**src/rtl/p405s_cr_write_sched.sv**
```systemverilog
// CR write-port scheduler: per-(source, field) pending-write counters, write-port arbitration and decode hazard hold.
// Optional APU producer is built in when P405S_CR_APU_EN is defined.
module p405s_cr_write_sched #(
    parameter int MAX_PEND = 3
) (
    input  logic       CB,
    input  logic       coreReset_Neg,
    input  logic       dcdIssue,
    input  logic [0:7] dcdCrRdMask,
    input  logic [0:7] dcdCrWrMask,
    input  logic [0:1] dcdCrWrSrc,
    input  logic       exeCrWrReq,
    input  logic       exe2CrWrReq,
    input  logic       apuCrWrReq,
    input  logic [0:7] exeCrWrMask,
    input  logic [0:7] exe2CrWrMask,
    input  logic [0:7] apuCrWrMask,
    input  logic       exeFlush,
    output logic [0:2] crWrGnt,
    output logic [0:7] crWrMask,
    output logic       dcdHoldForCr,
    output logic [0:7] crPendMask,
    output logic       crProtoErr
);
    localparam int CW = $clog2(MAX_PEND + 1);
    localparam int SRC_EXE = 0;
`ifdef P405S_CR_APU_EN
    localparam int NSRC = 3;
`else
    localparam int NSRC = 2;
`endif

    logic [CW-1:0] cnt_q [NSRC][8];
    logic [CW-1:0] cnt_d [NSRC][8];
    logic          proto_err_q, proto_err_d;
    logic [0:2]    gnt;
    logic [0:7]    gnt_mask;
    logic [0:7]    pend;
    logic          src_valid;
    logic          hazard;
    logic          issue_fire;
    int            src_idx;

`ifdef P405S_CR_APU_EN
    logic last_win_q, last_win_d;
    assign src_valid = (dcdCrWrSrc != 2'b11);
`else
    logic unused_apu;
    assign unused_apu = ^{apuCrWrReq, apuCrWrMask};
    assign src_valid  = (dcdCrWrSrc[0] == 1'b0);
`endif

    assign src_idx = int'(dcdCrWrSrc);

    // EXE has fixed priority; EXE2/APU alternate when both ask. Nothing is granted under reset.
    always_comb begin
        gnt      = 3'b000;
        gnt_mask = 8'h00;
        if (coreReset_Neg) begin
            if (exeCrWrReq && !exeFlush) begin
                gnt      = 3'b100;
                gnt_mask = exeCrWrMask;
            end
`ifdef P405S_CR_APU_EN
            else if (exe2CrWrReq && apuCrWrReq) begin
                if (last_win_q) begin
                    gnt      = 3'b010;
                    gnt_mask = exe2CrWrMask;
                end else begin
                    gnt      = 3'b001;
                    gnt_mask = apuCrWrMask;
                end
            end else if (apuCrWrReq) begin
                gnt      = 3'b001;
                gnt_mask = apuCrWrMask;
            end
`endif
            else if (exe2CrWrReq) begin
                gnt      = 3'b010;
                gnt_mask = exe2CrWrMask;
            end
        end
    end

    always_comb begin
        pend   = 8'h00;
        hazard = 1'b0;
        for (int f = 0; f < 8; f++) begin
            for (int s = 0; s < NSRC; s++) begin
                if (cnt_q[s][f] != '0) begin
                    pend[f] = 1'b1;
                end
            end
        end
        for (int f = 0; f < 8; f++) begin
            if (dcdCrRdMask[f] && pend[f]) begin
                hazard = 1'b1;
            end
            if (dcdCrWrMask[f]) begin
                for (int s = 0; s < NSRC; s++) begin
                    if (s == src_idx) begin
                        if (cnt_q[s][f] == CW'(MAX_PEND)) begin
                            hazard = 1'b1;
                        end
                    end else if (cnt_q[s][f] != '0) begin
                        hazard = 1'b1;
                    end
                end
            end
        end
    end

    assign dcdHoldForCr = dcdIssue & hazard;
    assign issue_fire   = dcdIssue & ~hazard & src_valid;

    // A same-cycle increment and decrement cancel; flush wipes EXE counters regardless of issue.
    always_comb begin
        proto_err_d = proto_err_q;
        if (dcdIssue && !src_valid) begin
            proto_err_d = 1'b1;
        end
        if ((gnt != 3'b000) && (gnt_mask == 8'h00)) begin
            proto_err_d = 1'b1;
        end
        for (int s = 0; s < NSRC; s++) begin
            for (int f = 0; f < 8; f++) begin
                cnt_d[s][f] = cnt_q[s][f];
                if (gnt[s] && gnt_mask[f] && (cnt_q[s][f] == '0)) begin
                    proto_err_d = 1'b1;
                end
                if (issue_fire && (s == src_idx) && dcdCrWrMask[f]) begin
                    if (!(gnt[s] && gnt_mask[f] && (cnt_q[s][f] != '0))) begin
                        cnt_d[s][f] = cnt_q[s][f] + CW'(1);
                    end
                end else if (gnt[s] && gnt_mask[f] && (cnt_q[s][f] != '0)) begin
                    cnt_d[s][f] = cnt_q[s][f] - CW'(1);
                end
                if ((s == SRC_EXE) && exeFlush) begin
                    cnt_d[s][f] = '0;
                end
            end
        end
    end

`ifdef P405S_CR_APU_EN
    always_comb begin
        last_win_d = last_win_q;
        if (gnt[1]) begin
            last_win_d = 1'b0;
        end else if (gnt[2]) begin
            last_win_d = 1'b1;
        end
    end

    always_ff @(posedge CB or negedge coreReset_Neg) begin
        if (!coreReset_Neg) begin
            last_win_q <= 1'b0;
        end else begin
            last_win_q <= last_win_d;
        end
    end
`endif

    always_ff @(posedge CB or negedge coreReset_Neg) begin
        if (!coreReset_Neg) begin
            for (int s = 0; s < NSRC; s++) begin
                for (int f = 0; f < 8; f++) begin
                    cnt_q[s][f] <= '0;
                end
            end
            proto_err_q <= 1'b0;
        end else begin
            for (int s = 0; s < NSRC; s++) begin
                for (int f = 0; f < 8; f++) begin
                    cnt_q[s][f] <= cnt_d[s][f];
                end
            end
            proto_err_q <= proto_err_d;
        end
    end

    assign crWrGnt    = gnt;
    assign crWrMask   = gnt_mask;
    assign crPendMask = pend;
    assign crProtoErr = proto_err_q;

endmodule

```
**config.mk**
```make
export PLATFORM = sky130hd
export DESIGN_NAME = p405s_cr_write_sched
export DESIGN_NICKNAME = d
export VERILOG_FILES = /design/src/rtl/p405s_cr_write_sched.sv
export SDC_FILE = /design/constraint.sdc
export NUM_CORES = 1
export LEC_CHECK = 0
export BUFFER_PORTS_ARGS = -buffer_cell sky130_fd_sc_hd__buf_2
export CAP_MARGIN = 20
export CORE_ASPECT_RATIO = 0.8
export CORE_MARGIN = 2
export CORE_UTILIZATION = 59
export CTS_CLUSTER_SIZE = 30
export DETAILED_ROUTE_END_ITERATION = 6
export HOLD_SLACK_MARGIN = 0.12
export PLACE_DENSITY_LB_ADDON = 0.12
export RECOVER_POWER = 50
export SYNTH_ARGS = -nofsm -noshare
export SYNTH_HDL_FRONTEND = slang
export SYNTH_SLANG_ARGS = --single-unit
```
**constraint.sdc**
```tcl
create_clock -name CB -period 6.1 [get_ports CB]
set_input_delay 0 -clock CB [delete_from_list [all_inputs] [get_ports CB]]
set_output_delay 0 -clock CB [all_outputs]
set_load 0.02 [all_outputs]
```
==> Word-level counts from Yosys, hierarchy flattened <==
Index checks and enable logic that the tools add are counted.
{ "word_totals": {"wordCells": 394, "ff_bits": 33, "inputBits": 49} }
{ "classes": {"muxes": 161, "bitwise": 5, "eq_ne": 33, "n_reduce_logical": 146, "add_sub_neg": 32} }
{ "ops": {"columns": ["cell", "count"], "rows": [
  ["$mux W2", 57],
  ["$mux W1", 99],
  ["$logic_and A1 B1 Y1", 77],
  ["$reduce_bool A2 Y1", 24],
  ["$add A2 B1 Y2 const B", 16],
  ["$eq A2 B2 Y1 const B", 16],
  ["$logic_not A2 Y1", 16],
  ["$logic_not A32 Y1", 1],
  ["$reduce_and A2 Y1", 16],
  ["$sub A2 B1 Y2 const B", 16],
  ["$reduce_bool A3 Y1", 9],
  ["$mux W8", 3],
  ["$ne A3 B3 Y1 const B", 8],
  ["$reduce_bool A18 Y1", 1],
  ["$ne A2 B2 Y1 const B", 8],
  ["$logic_not A8 Y1", 1],
  ["$mux W3", 2],
  ["$and A1 B1 Y1", 3],
  ["$eq A2 B2 Y1 const A", 1],
  ["$not A1 Y1", 2],
  ["$logic_not A1 Y1", 1]
]} }

==> Depth between registers and ports, before layout <==
Gate-level depths: netlist of run 1.
{ "depth": {"depth_word": 60, "depth_mapped": 10} }

==> Worst setup path before layout of run 1 <==
OpenSTA, ideal clock, no wires.
{ "synth_timing": {"path_type": "flip-flop to flip-flop", "start": "register cnt_q[26] (netlist name)", "end": "register cnt_q[14] (netlist name)", "t_arrival_ps": 2488, "path_buffers": 2, "setup_ps": 125, "stages_incl_launch_ff": 9, "period_less_slack_ps": 2613, "slack_ps": 3487, "path_cell_list": "dfrtp_1 > buf_6 > or4_4 > a2111oi_4 > nand4_1 > a2111oi_4 > buf_6 > nand3_1 > xor2_1"} }
{ "synth_via": {"elab_chain_cells": 47, "elab_cells_between_ends": 62} }
{ "synth_rtl": {"columns": ["item", "line_no", "rtl"], "rows": [
  ["start, declared", "33", "logic [CW-1:0] cnt_q [NSRC][8];"],
  ["start signal, assigned by index", "175", "cnt_q[s][f] <= cnt_d[s][f];"],
  ["$reduce_bool A2 Y1 (*)", "90", "if (cnt_q[s][f] != '0) begin"],
  ["$mux W1 (*) (2 in a row)", "90", null],
  ["net crPendMask, one bit", "22", "output logic [0:7] crPendMask,"],
  ["$logic_and A1 B1 Y1 (*)", "96", "if (dcdCrRdMask[f] && pend[f]) begin"],
  ["$mux W1 (*)", "96", null],
  ["$mux W1, on equally long branches", "105, 102", null],
  ["$mux W1", "101", "if (s == src_idx) begin"],
  ["$mux W1, on equally long branches", "105, 102", null],
  ["[29 not listed]", null, null],
  ["$mux W1, on equally long branches", "105, 102", null],
  ["$mux W1", "101", null],
  ["$mux W1 (*)", "99", "if (dcdCrWrMask[f]) begin"],
  ["$not A1 Y1 (*)", "114", "assign issue_fire = dcdIssue & ~hazard & src_valid;"],
  ["$and A1 B1 Y1 (*) (2 in a row)", "114", null],
  ["$logic_and A1 B1 Y1 (*) (2 in a row)", "131", "if (issue_fire && (s == src_idx) && dcdCrWrMask[f]) begin"],
  ["$ne A2 B2 Y1 (no line) or $reduce_bool A2 Y1 (tied branches)", null, null],
  ["$reduce_and A2 Y1 (no line)", null, null]
]} }
The timed path passes the listed nets; every way through them passes the cells marked *.
A chain may end at the register's enable or synchronous reset.

==> Worst setup path after layout of run 1 <==
{ "layout_timing": {"start": "input coreReset_Neg", "end": "register cnt_q[17] (netlist name)"} }
{ "layout_via": {"elab_chain_cells": 5, "elab_cells_between_ends": 7} }
{ "layout_rtl": {"columns": ["item", "line_no", "rtl"], "rows": [
  ["start, declared", "7", "input logic coreReset_Neg,"],
  ["$mux W3 or $mux W8 (tied branches)", "59", "if (coreReset_Neg) begin"],
  ["$logic_and A1 B1 Y1 (*) (2 in a row)", "132, 135", null],
  ["$ne A3 B3 Y1 (no line) or $reduce_bool A3 Y1 (tied branches)", null, null],
  ["$reduce_and A2 Y1 (no line) (*)", null, null]
]} }
Every way passes the cells marked *; elsewhere a longest branch is shown, timed or not.

==> results by group, run 1 <==
Global routing
  • GRT Residual Overflow: 0
  • Largest net degree at the start of global routing: 37
  • Vias in the first global route: 3000
  • Global-route usage over all layers: around a third
  • First-pass GRT wire length: 14.68 mm
  • Initial antenna violation count: 0

Floorplan
  • Initial Util: 60.59%
  • Die height: 67.77 um
  • I/O pin total: 70
  • Core area: 0.004950 mm2
  • Die width: 83.71 um
  • Site Rows: 23
  • Die area: 0.005673 mm2

Timing
  • Tmin final: 3.766 ns
  • Setup TNS: 0 ns
  • Tcrit/Tclk final: 61.73%
  • Final Max Slew Viols: 37
  • RSZ-0062 raised after global routing: no
  • Worst Hold Slack: 0.1314 ns
  • Fmax: 265.6 MHz
  • Final setup violation count: 0
  • Worst slew margin: -34.58%
  • Final-report hold violation count: 0
  • Clock skew: 0.005824 ns
  • Worst Tran Pin Value: 2.019 ns

Outcome
  • Failing checks: max-capacitance violations, max-slew violations
  • Status: finished with violations

Synth
  • Sequential fraction of the synthesis area: roughly 28%
  • #FFs+latches synth: 33
  • Synth Area per Inst: 7.790 um2
  • Cells after synthesis: just under 400
  • Most frequent cell after synthesis: nand3_1
  • Share of the synthesized area in the top cell type: 27.53%
  • Ys async rst share: 100.0%
  • Commonest register cell after synthesis: dfrtp_1
  • EDFF count, synth: 0
  • Syn. warnings: 0
  • Top cells by area, synth: dfrtp_1, nand3_1, nand2_1, o21ai_0, nand4_1
  • Synth cell count leaders: nand3_1, nand2_1, dfrtp_1
  • Cell variety after synth: 57
  • Post-synth top area cell: dfrtp_1
  • Post-Syn Area: ~0.0030 mm2
  • Post-Syn Nets: 434

Finish
  • NumNets Final: between 400 and 500
  • Area Overhead vs Synth: 14.64%
  • Antenna Cells: 0
  • Fillers: 437
  • Layout cells sized above 1: 15.98%

Worst setup path
  • Maximum fanout along the worst path: 36
  • R2r setup slk: 2.37 ns
  • Origin of the worst setup path: coreReset_Neg
  • CP arrival: 3.94 ns
  • Endpoint type of the worst setup path: flop
  • Type of origin of the critical path: primary input
  • Worst reg2reg path startpoint: cnt_q[26]
  • Critical Path End: cnt_q[17]
  • Worst setup path class: primary input to flop
  • R2r endpoint: cnt_q[10]
  • R2R cell count: 7
  • Worst Path Required: 6.28 ns

Clock network
  • Clock tree buffer depth: 2
  • Later-pin clock latency in the skew report: 0.29 ns
  • H-tree Lvls: 2
  • CTS root buffer: clkbuf_8
  • Resize count post-CTS: 0
  • TritonCTS Buffers: 5
  • Clk pin slew, worst setup/hold paths: 0.07 ns
  • CTS tree: built
  • Clock Sinks: 33

Placed design
  • Hpwl dp: roughly 6.4 mm
  • Routability congestion estimate from global placement: 0.8880
  • I/O Buffers: 59

Worst hold path
  • Worst hold path class: primary input to flop

Route
  • Antenna Nets Post-Route: 0
  • Via count: 3461
  • DRT Pass-1 Iters: 5
  • Post-Route WL: approximately 9.4 mm
  • DRC viols: 0
  • Starting DRT DRC Count: about 410
  • Via density: 6.922
  • Routed len/inst: 18.72 um

Flow run
  • Max-cap viol count: 1

Power
  • LEAKAGE: approximately 1.5 nW
  • Power Dens Cells: 311.8 mW/mm2
  • Peak supply drop: ~230 uV
  • Pwr Total: 0.001072 W
per-stage QoR:
step	instances	utilization, %	worst slack [ns]	area (um2)
6_report	500	69.46	2.334	3438
5_1_grt	500	69.46	1.895	3438
4_1_cts	500	69.79	2.565	3455
3_5_place_dp	480	65.75	2.590	3254
3_3_place_gp	480	65.75	2.628	3254
2_1_floorplan	385	-	3.487	2999
cells by family after synthesis:
| family | Yosys count | share of synthesized area [%] |
|---|---|---|
| AND/OR/NAND/NOR | 197 | 36.42 |
| AO/OA/AOI/OAI | 107 | 26.66 |
| buffers and inverters | 34 | 5.173 |
| flip-flops | 33 | 27.53 |
| XOR/XNOR | 8 | 2.336 |
| multiplexers | 5 | 1.752 |
| other | 1 | 0.1250 |
power by group:
part / switching [W] / total (W) / leakage [nW] / internal (W)
clock network: 0.0000835 / 0.000165 / 0.0395 / 0.0000811
registers: 0.0000675 / 0.000321 / 0.449 / 0.000253
logic: 0.000406 / 0.000586 / 0.967 / 0.000180
total: 0.000557 / 0.00107 / 1.46 / 0.000515
how the worst min path moves through the flow:
stage,depth (start not counted),startpoint,slack [ns],endpoint
3_3_place_gp,1,coreReset_Neg,0.15,cnt_q[1]
4_1_cts,4,exe2CrWrMask[1],0.12,cnt_q[13]
6_report,3,exeCrWrMask[1],0.13,crProtoErr
2_1_floorplan,0,coreReset_Neg,-0.30,cnt_q[0]
5_1_grt,3,exeCrWrMask[1],0.13,crProtoErr
3_5_place_dp,1,coreReset_Neg,0.15,cnt_q[6]
worst max-delay path, cell delays in order:
cell and delay [ns]:
dlygate4sd3_1 0.52, clkbuf_1 1.44, and3b_1 0.79, nand2_1 0.24
nand2_1 0.14, nand2b_1 0.06, nand4_1 0.09, o31ai_1 0.08
dlygate4sd3_1 0.58
what timing repair did:
item	in CTS	in global routing
hold endpoints to repair	56	0
hold buffers	12	0
setup buffers	0	0
registers in the layout, indices dropped and copies added (netlist names):
signal,cells
crProtoErr,1
cnt_q,32
per-layer routing:
| metal | up-vias | wire, um | track usage (%) |
|---|---|---|---|
| met1 | 1633 | 3965 | 45.89 |
| met5 | - | 0 | 0.9091 |
| met2 | 220 | 4199 | 51.60 |
| met4 | 0 | 231 | 12.10 |
| met3 | 31 | 966 | 6.479 |
| li1 | 1577 | - | - |
placed cells by master (no fill, tap or decap), types with 13 or more instances in the layout:
| cell | netlist | final |
|---|---|---|
| nand3_1 | 43 | 43 |
| nand4_1 | 16 | 16 |
| nor2_1 | 25 | 25 |
| nand2_1 | 39 | 39 |
| dfrtp_1 | 33 | 33 |
| buf_2 | 1 | 49 |
| clkbuf_1 | 19 | 13 |
| o21ai_0 | 23 | 23 |
| a21oi_1 | 18 | 18 |
final cells by class:
class | instances | area (um2) | share of cell area, %
clock buffer | 8 | 80.08 | 2.329
inverter | 6 | 22.52 | 0.6550
multi-input combinational | 318 | 2014 | 58.59
sequential | 33 | 825.8 | 24.02
tap | 62 | 77.57 | 2.256
timing repair buffer | 73 | 417.9 | 12.15
Power figures use the tool's default switching activity.
==> run 2, diff against run 1 <==
CORE_UTILIZATION = 50   (was 59)
clock period = 3.2 ns   (was 6.1 ns; I/O delays follow)
==> results by group, run 2 (synthesized netlist as in run 1, its figures left out) <==
Outcome
  • Status: finished with violations
  • Failing checks: max-capacitance violations, max-slew violations

Route
  • Routed len/inst: 18.21 um (-2.7%)
  • Antenna Nets Post-Route: 0 (unchanged)
  • Via count: 3381 (-2.3%)
  • DRC viols: 0 (unchanged)
  • Post-Route WL: 9.653 mm (+3.1%)
  • Via density: 6.379 (-7.8%)
  • DRT Pass-1 Iters: 6 (+1)
  • Starting DRT DRC Count: 261 (-37%)

Worst setup path
  • Endpoint type of the worst setup path: flop
  • Worst reg2reg path startpoint: cnt_q[26]
  • Worst setup path class: flop to flop
  • CP arrival: 3.30 ns (-0.64 ns)
  • R2r endpoint: cnt_q[27]
  • Critical Path End: cnt_q[27]
  • Type of origin of the critical path: flop
  • Maximum fanout along the worst path: 10 (-72%)
  • Worst Path Required: 3.43 ns (-2.85 ns)
  • Origin of the worst setup path: cnt_q[26]
  • R2R cell count: 6 (-1)
  • R2r setup slk: 0.12 ns (-2.25 ns)

Finish
  • Fin area: 0.003567 mm2 (+3.7%)
  • Area Overhead vs Synth: 18.94%
  • Antenna Cells: 0 (unchanged)
  • Storage cell area: 825.8 um2 (unchanged)
  • Commonest non-fill, non-tap cell in the layout: buf_2
  • NumNets Final: 497 (+2.3%)
  • Most frequent cells in the layout: buf_2, nand3_1, nand2_1, dfrtp_1, nor2_1
  • Area of the multi-input gates: 0.002021 mm2 (+0.31%)
  • Max reg flops: 32 (unchanged)
  • Layout cells sized above 1: 17.59% (+1.6 points)
  • Fillers: 556 (+27%)
  • Top reg by flops: cnt_q

Floorplan
  • Initial Util: 51.27% (-9.3 points)
  • Core area: 0.005849 mm2 (+18%)
  • Die width: 90.59 um (+8.2%)
  • I/O pin total: 70 (unchanged)
  • Die area: 0.006638 mm2 (+17%)
  • Site Rows: 25 (+8.7%)
  • Die height: 73.27 um (+8.1%)

Timing
  • Tcrit/Tclk final: 96.11%
  • Final Max Slew Viols: 27 (-27%)
  • Setup TNS: 0 ns (unchanged)
  • Final-report hold violation count: 0 (unchanged)
  • Tmin final: roughly 3.1 ns
  • Final setup violation count: 0 (unchanged)
  • Worst slew margin: -7.528% (+27 points)
  • Clock skew: 0.006783 ns (+0.0009593 ns)
  • Worst Tran Pin Value: 1.613 ns (-0.4057 ns)
  • Fmax: around 330 MHz
  • RSZ-0062 raised after global routing: no
  • Worst Hold Slack: 0.1370 ns (+0.005542 ns)

Global routing
  • Initial antenna violation count: 0 (unchanged)
  • Largest net degree at the start of global routing: 32 (-14%)
  • Global-route usage over all layers: 29.45% (-3.6 points)
  • First-pass GRT wire length: 15.50 mm (+5.6%)
  • Vias in the first global route: 3066 (+2.2%)
  • GRT Residual Overflow: 0 (unchanged)

Worst hold path
  • Worst Hold Launch: exe2CrWrMask[1]
  • Worst hold path class: primary input to flop

Placed design
  • Routability congestion estimate from global placement: 0.8715 (-1.9%)
  • Hpwl dp: 6.857 mm (+7.4%)
  • I/O Buffers: 59 (unchanged)
  • Cell Area, Placed: 0.003351 mm2 (+3.0%)

Clock network
  • Clock tree buffer depth: 2 (unchanged)
  • H-tree Lvls: 2 (unchanged)
  • Clk pin slew, worst setup/hold paths: 0.07 ns (about the same)
  • Setup Buffers After CTS: 0 (unchanged)
  • TritonCTS Buffers: 5 (unchanged)
  • Later-pin clock latency in the skew report: 0.29 ns (about the same)
  • Clock Sinks: 33 (unchanged)
  • CTS root buffer: clkbuf_8
  • CTS tree: built

Flow run
  • Max-cap viol count: 1 (unchanged)

Power
  • Pwr Total: 0.002143 W (+100%)
  • Peak supply drop: 369.7 uV (+62%)
  • Power Dens Cells: 600.6 mW/mm2 (+93%)
  • LEAKAGE: 1.511 nW (+3.8%)
run 2: changes by cell type in the layout (fill, tap and decap cells not counted):
cell and delta:
nor2_1 -1, dlygate4sd3_1 +3, clkbuf_1 +1, nor2_2 +1, buf_12 +1, buf_4 +6, or4_1 -1, or4_4 +1
run 2: area by class of cell:
type                    count  area share (%)
repair buffers             84           14.49
inverters                   6          0.6314
well taps                  81           2.841
multi-input cells         318           56.65
clock buffers               8           2.245
flip-flops and latches     33           23.15
run 2: worst min-delay path by stage:
stage                      end  slack (ns)  depth (start not counted)
finish               cnt_q[13]        0.14                          4
global route        crProtoErr        0.15                          3
CTS                  cnt_q[13]        0.12                          4
detailed placement    cnt_q[0]       -0.13                          1
global placement      cnt_q[0]       -0.13                          1
floorplan             cnt_q[0]       -0.30                          0
run 2: routing by layer:
layer	track usage (%)	wire length (um)
met1	40.93	4175
met2	48.42	4396
met3	4.513	911
met4	8.034	170
met5	0	0
run 2: what timing repair did:
item | CTS | global route
hold buffers | 15 | 0
endpoints found under the setup margin | 0 | 1
gates resized for setup | 0 | 1
endpoints found under the hold margin | 57 | 0
run 2: power by group:
group	switching (W)	internal, W	leakage, nW	total, W
clock	0.000159	0.000155	0.0395	0.000314
sequential	0.000132	0.000483	0.449	0.000615
combinational	0.000786	0.000428	1.02	0.00121
total	0.00108	0.00107	1.51	0.00214
run 2: worst max-delay path, stage by stage, from the launching register on:
cell	delay [ns]
dfrtp_1	0.46
or4_4	0.59
a2111oi_4	0.39
buf_4	0.24
nand3b_1	0.38
o31ai_1	0.37
dlygate4sd3_1	0.58
run 2: per-stage QoR:
| stage | instances | setup slack (ns) | utilization (%) |
|---|---|---|---|
| after floorplan | 385 | 0.5867 | - |
| after global placement | 507 | 0.5210 | 57.28 |
| after detailed placement | 507 | 0.5129 | 57.28 |
| after CTS | 530 | 0.1238 | 61.22 |
| after global routing | 530 | 0.02940 | 60.98 |
| final | 530 | 0.1245 | 60.98 |
==> run 3, diff against run 2 <==
CAP_MARGIN = not set   (was 20)
CELL_PAD_IN_SITES_DETAIL_PLACEMENT = 0   (was not set)
CELL_PAD_IN_SITES_GLOBAL_PLACEMENT = 2   (was not set)
CORE_UTILIZATION = 29   (was 50)
CTS_BUF_LIST = sky130_fd_sc_hd__clkbuf_8   (was not set)
==> results by group, run 3 (synthesized netlist as in run 1, its figures left out) <==
Finish
  • Util after Layout: 36.34% (-25 points)
  • Antenna Cells: 0 (unchanged)
  • Commonest non-fill, non-tap cell in the layout: buf_2
  • Fin area: 0.003691 mm2 (+3.5%)
  • NumNets Final: 501 (+0.80%)
  • Fillers: 1142 (+110%)
  • Most frequent cells in the layout: buf_2, nand3_1, nand2_1, dfrtp_1, nor2_1
  • Area Overhead vs Synth: 23.07%
  • Layout cells sized above 1: 18.98% (+1.4 points)
  • Top reg by flops: cnt_q
  • Max reg flops: 32 (unchanged)

Worst setup path
  • Worst reg2reg path startpoint: cnt_q[26]
  • Worst Path Required: 3.44 ns (about the same)
  • Maximum fanout along the worst path: 9 (-1)
  • R2r setup slk: 0.31 ns (+0.19 ns)
  • Worst setup path class: flop to flop
  • CP arrival: 3.13 ns (-0.17 ns)
  • Type of origin of the critical path: flop
  • R2R cell count: 6 (unchanged)
  • Endpoint type of the worst setup path: flop
  • R2r endpoint: cnt_q[17]

Timing
  • Final Max Slew Viols: 0 (-100%)
  • Worst Tran Pin Value: 1.412 ns (-0.2014 ns)
  • Worst slew margin: 5.897% (+13 points)
  • Final setup violation count: 0 (unchanged)
  • Tcrit/Tclk final: 90.19% (-5.9 points)
  • Clock skew: 0.006894 ns (+0.0001113 ns)
  • Tmin final: 2.886 ns (-0.1896 ns)
  • Fmax: 346.5 MHz (+6.6%)
  • Setup TNS: 0 ns (unchanged)
  • RSZ-0062 raised after global routing: no
  • Final-report hold violation count: 0 (unchanged)

Worst hold path
  • Worst Hold Launch: exe2CrWrMask[0]
  • Worst hold path class: primary input to flop
  • Hold depth: 4 (unchanged)
  • Hold Path Sink: cnt_q[15]

Route
  • DRT Pass-1 Iters: 5 (-1)
  • DRC viols: 0 (unchanged)
  • Met3 routed WL: 642 um (-30%)
  • Top Layer Used: met4
  • Wl on met1: 5.581 mm (+34%)
  • Routed wl met2: 5.224 mm (+19%)
  • Post-Route WL: 11.56 mm (+20%)
  • Via density: 5.594 (-12%)
  • Starting DRT DRC Count: 200 (-23%)
  • Routed len/inst: 19.49 um (+7.0%)
  • Via count: 3317 (-1.9%)
  • Antenna Nets Post-Route: 0 (unchanged)

Power
  • Sw Share: 50.07% (-0.18 points)
  • LEAKAGE: 1.545 nW (+2.2%)
  • Switching power: 0.001135 W (+5.4%)
  • Power Dens Cells: 614.0 mW/mm2 (+2.2%)
  • Seq pwr share: 27.2% (-1.5 points)
  • Clock Power Share: 16.6% (+2.0 points)
  • Pwr Total: 0.002266 W (+5.8%)
  • Peak supply drop: 196.3 uV (-47%)
  • Comb pwr share: 56.3% (-0.4 points)
  • Pint: 0.001132 W (+6.2%)

Placed design
  • I/O Buffers: 59 (unchanged)
  • Routability congestion estimate from global placement: 0.7879 (-9.6%)
  • Cell Area, Placed: 0.003440 mm2 (+2.7%)
  • Hpwl dp: 8.440 mm (+23%)

Clock network
  • Resize count post-CTS: 0 (unchanged)
  • TritonCTS Buffers: 5 (unchanged)
  • CTS root buffer: clkbuf_8
  • Later-pin clock latency in the skew report: 0.30 ns (about the same)
  • Clock tree buffer depth: 2 (unchanged)
  • Clk pin slew, worst setup/hold paths: 0.08 ns (about the same)
  • Clock Sinks: 33 (unchanged)
  • CTS tree: built
  • H-tree Lvls: 2 (unchanged)

Floorplan
  • Core area: 0.01016 mm2 (+74%)
  • Die height: 94.96 um (+30%)
  • I/O pin total: 70 (unchanged)
  • Initial Util: 29.53% (-22 points)
  • Die area: 0.01118 mm2 (+68%)
  • Die width: 117.7 um (+30%)
  • Site Rows: 33 (+32%)

Global routing
  • Global-route usage over all layers: 21.45% (-8.0 points)
  • Initial antenna violation count: 0 (unchanged)
  • Vias in the first global route: 3162 (+3.1%)
  • First-pass GRT wire length: 18.28 mm (+18%)
  • Largest net degree at the start of global routing: 27 (-16%)
  • GRT Residual Overflow: 0 (unchanged)

Flow run
  • Max-cap viol count: 0 (-1)

Outcome
  • Status: completed
-- run 3: changes by cell type in the layout (fill, tap and decap cells not counted) --
cell and delta:
buf_2 +1, buf_4 +4, clkbuf_1 -4, clkbuf_8 +2, clkinv_2 +1, nor2_1 +1
nor2_2 -1
-- run 3: how the worst max path moves through the flow --
stage | startpoint | end | slack, ns | depth (start not counted)
after global routing | cnt_q[26] | cnt_q[18] | 0.10 | 7
after floorplan | cnt_q[26] | cnt_q[14] | 0.59 | 8
after detailed placement | cnt_q[26] | cnt_q[10] | 0.33 | 7
final | cnt_q[26] | cnt_q[17] | 0.31 | 6
after CTS | cnt_q[26] | cnt_q[17] | 0.07 | 6
after global placement | cnt_q[26] | cnt_q[18] | 0.38 | 7
-- run 3: power by group through the flow --
stage               sequential [W]  combinational, W  clock, W
finish                    0.000616           0.00127  0.000376
global route              0.000635           0.00140  0.000409
CTS                       0.000613           0.00129  0.000389
detailed placement        0.000621           0.00127         0
global placement          0.000620           0.00127         0
floorplan                 0.000555          0.000853         0
-- run 3: cell type report --
| type | instances | area, um2 | share of cell area [%] |
|---|---|---|---|
| clock buffer | 7 | 96.34 | 2.610 |
| clock inverter | 1 | 5.005 | 0.1356 |
| inverter | 6 | 22.52 | 0.6102 |
| multi-input combinational | 318 | 2018 | 54.68 |
| sequential | 33 | 825.8 | 22.37 |
| tap | 140 | 175.2 | 4.746 |
| timing repair buffer | 88 | 548.0 | 14.85 |
-- run 3: stage by stage --
stage,worst slack [ns],hold WS (ns),cells
floorplan,0.5867,-0.2956,385
global placement,0.3847,-0.04520,568
detailed placement,0.3323,-0.05657,568
CTS,0.07042,0.1300,591
global route,0.1042,0.1640,593
finish,0.3140,0.1382,593
-- run 3: per-layer routing --
metal	track usage (%)	vias up
met5	0	-
met4	4.317	0
met3	3.684	12
met2	34.06	98
met1	30.71	1606
li1	-	1601
-- run 3: repair_timing --
| item | CTS | global route |
|---|---|---|
| hold buffers | 15 | 0 |
| endpoints found under the hold margin | 58 | 0 |
| setup endpoints to repair | 0 | 2 |
| setup buffers | 0 | 2 |
-- run 3: critical path: stages, from the launching register on --
cell	delay (ns)
dfrtp_1	0.46
or4_4	0.57
a2111oi_4	0.50
buf_4	0.24
nand3b_1	0.20
o31ai_1	0.28
dlygate4sd3_1	0.57
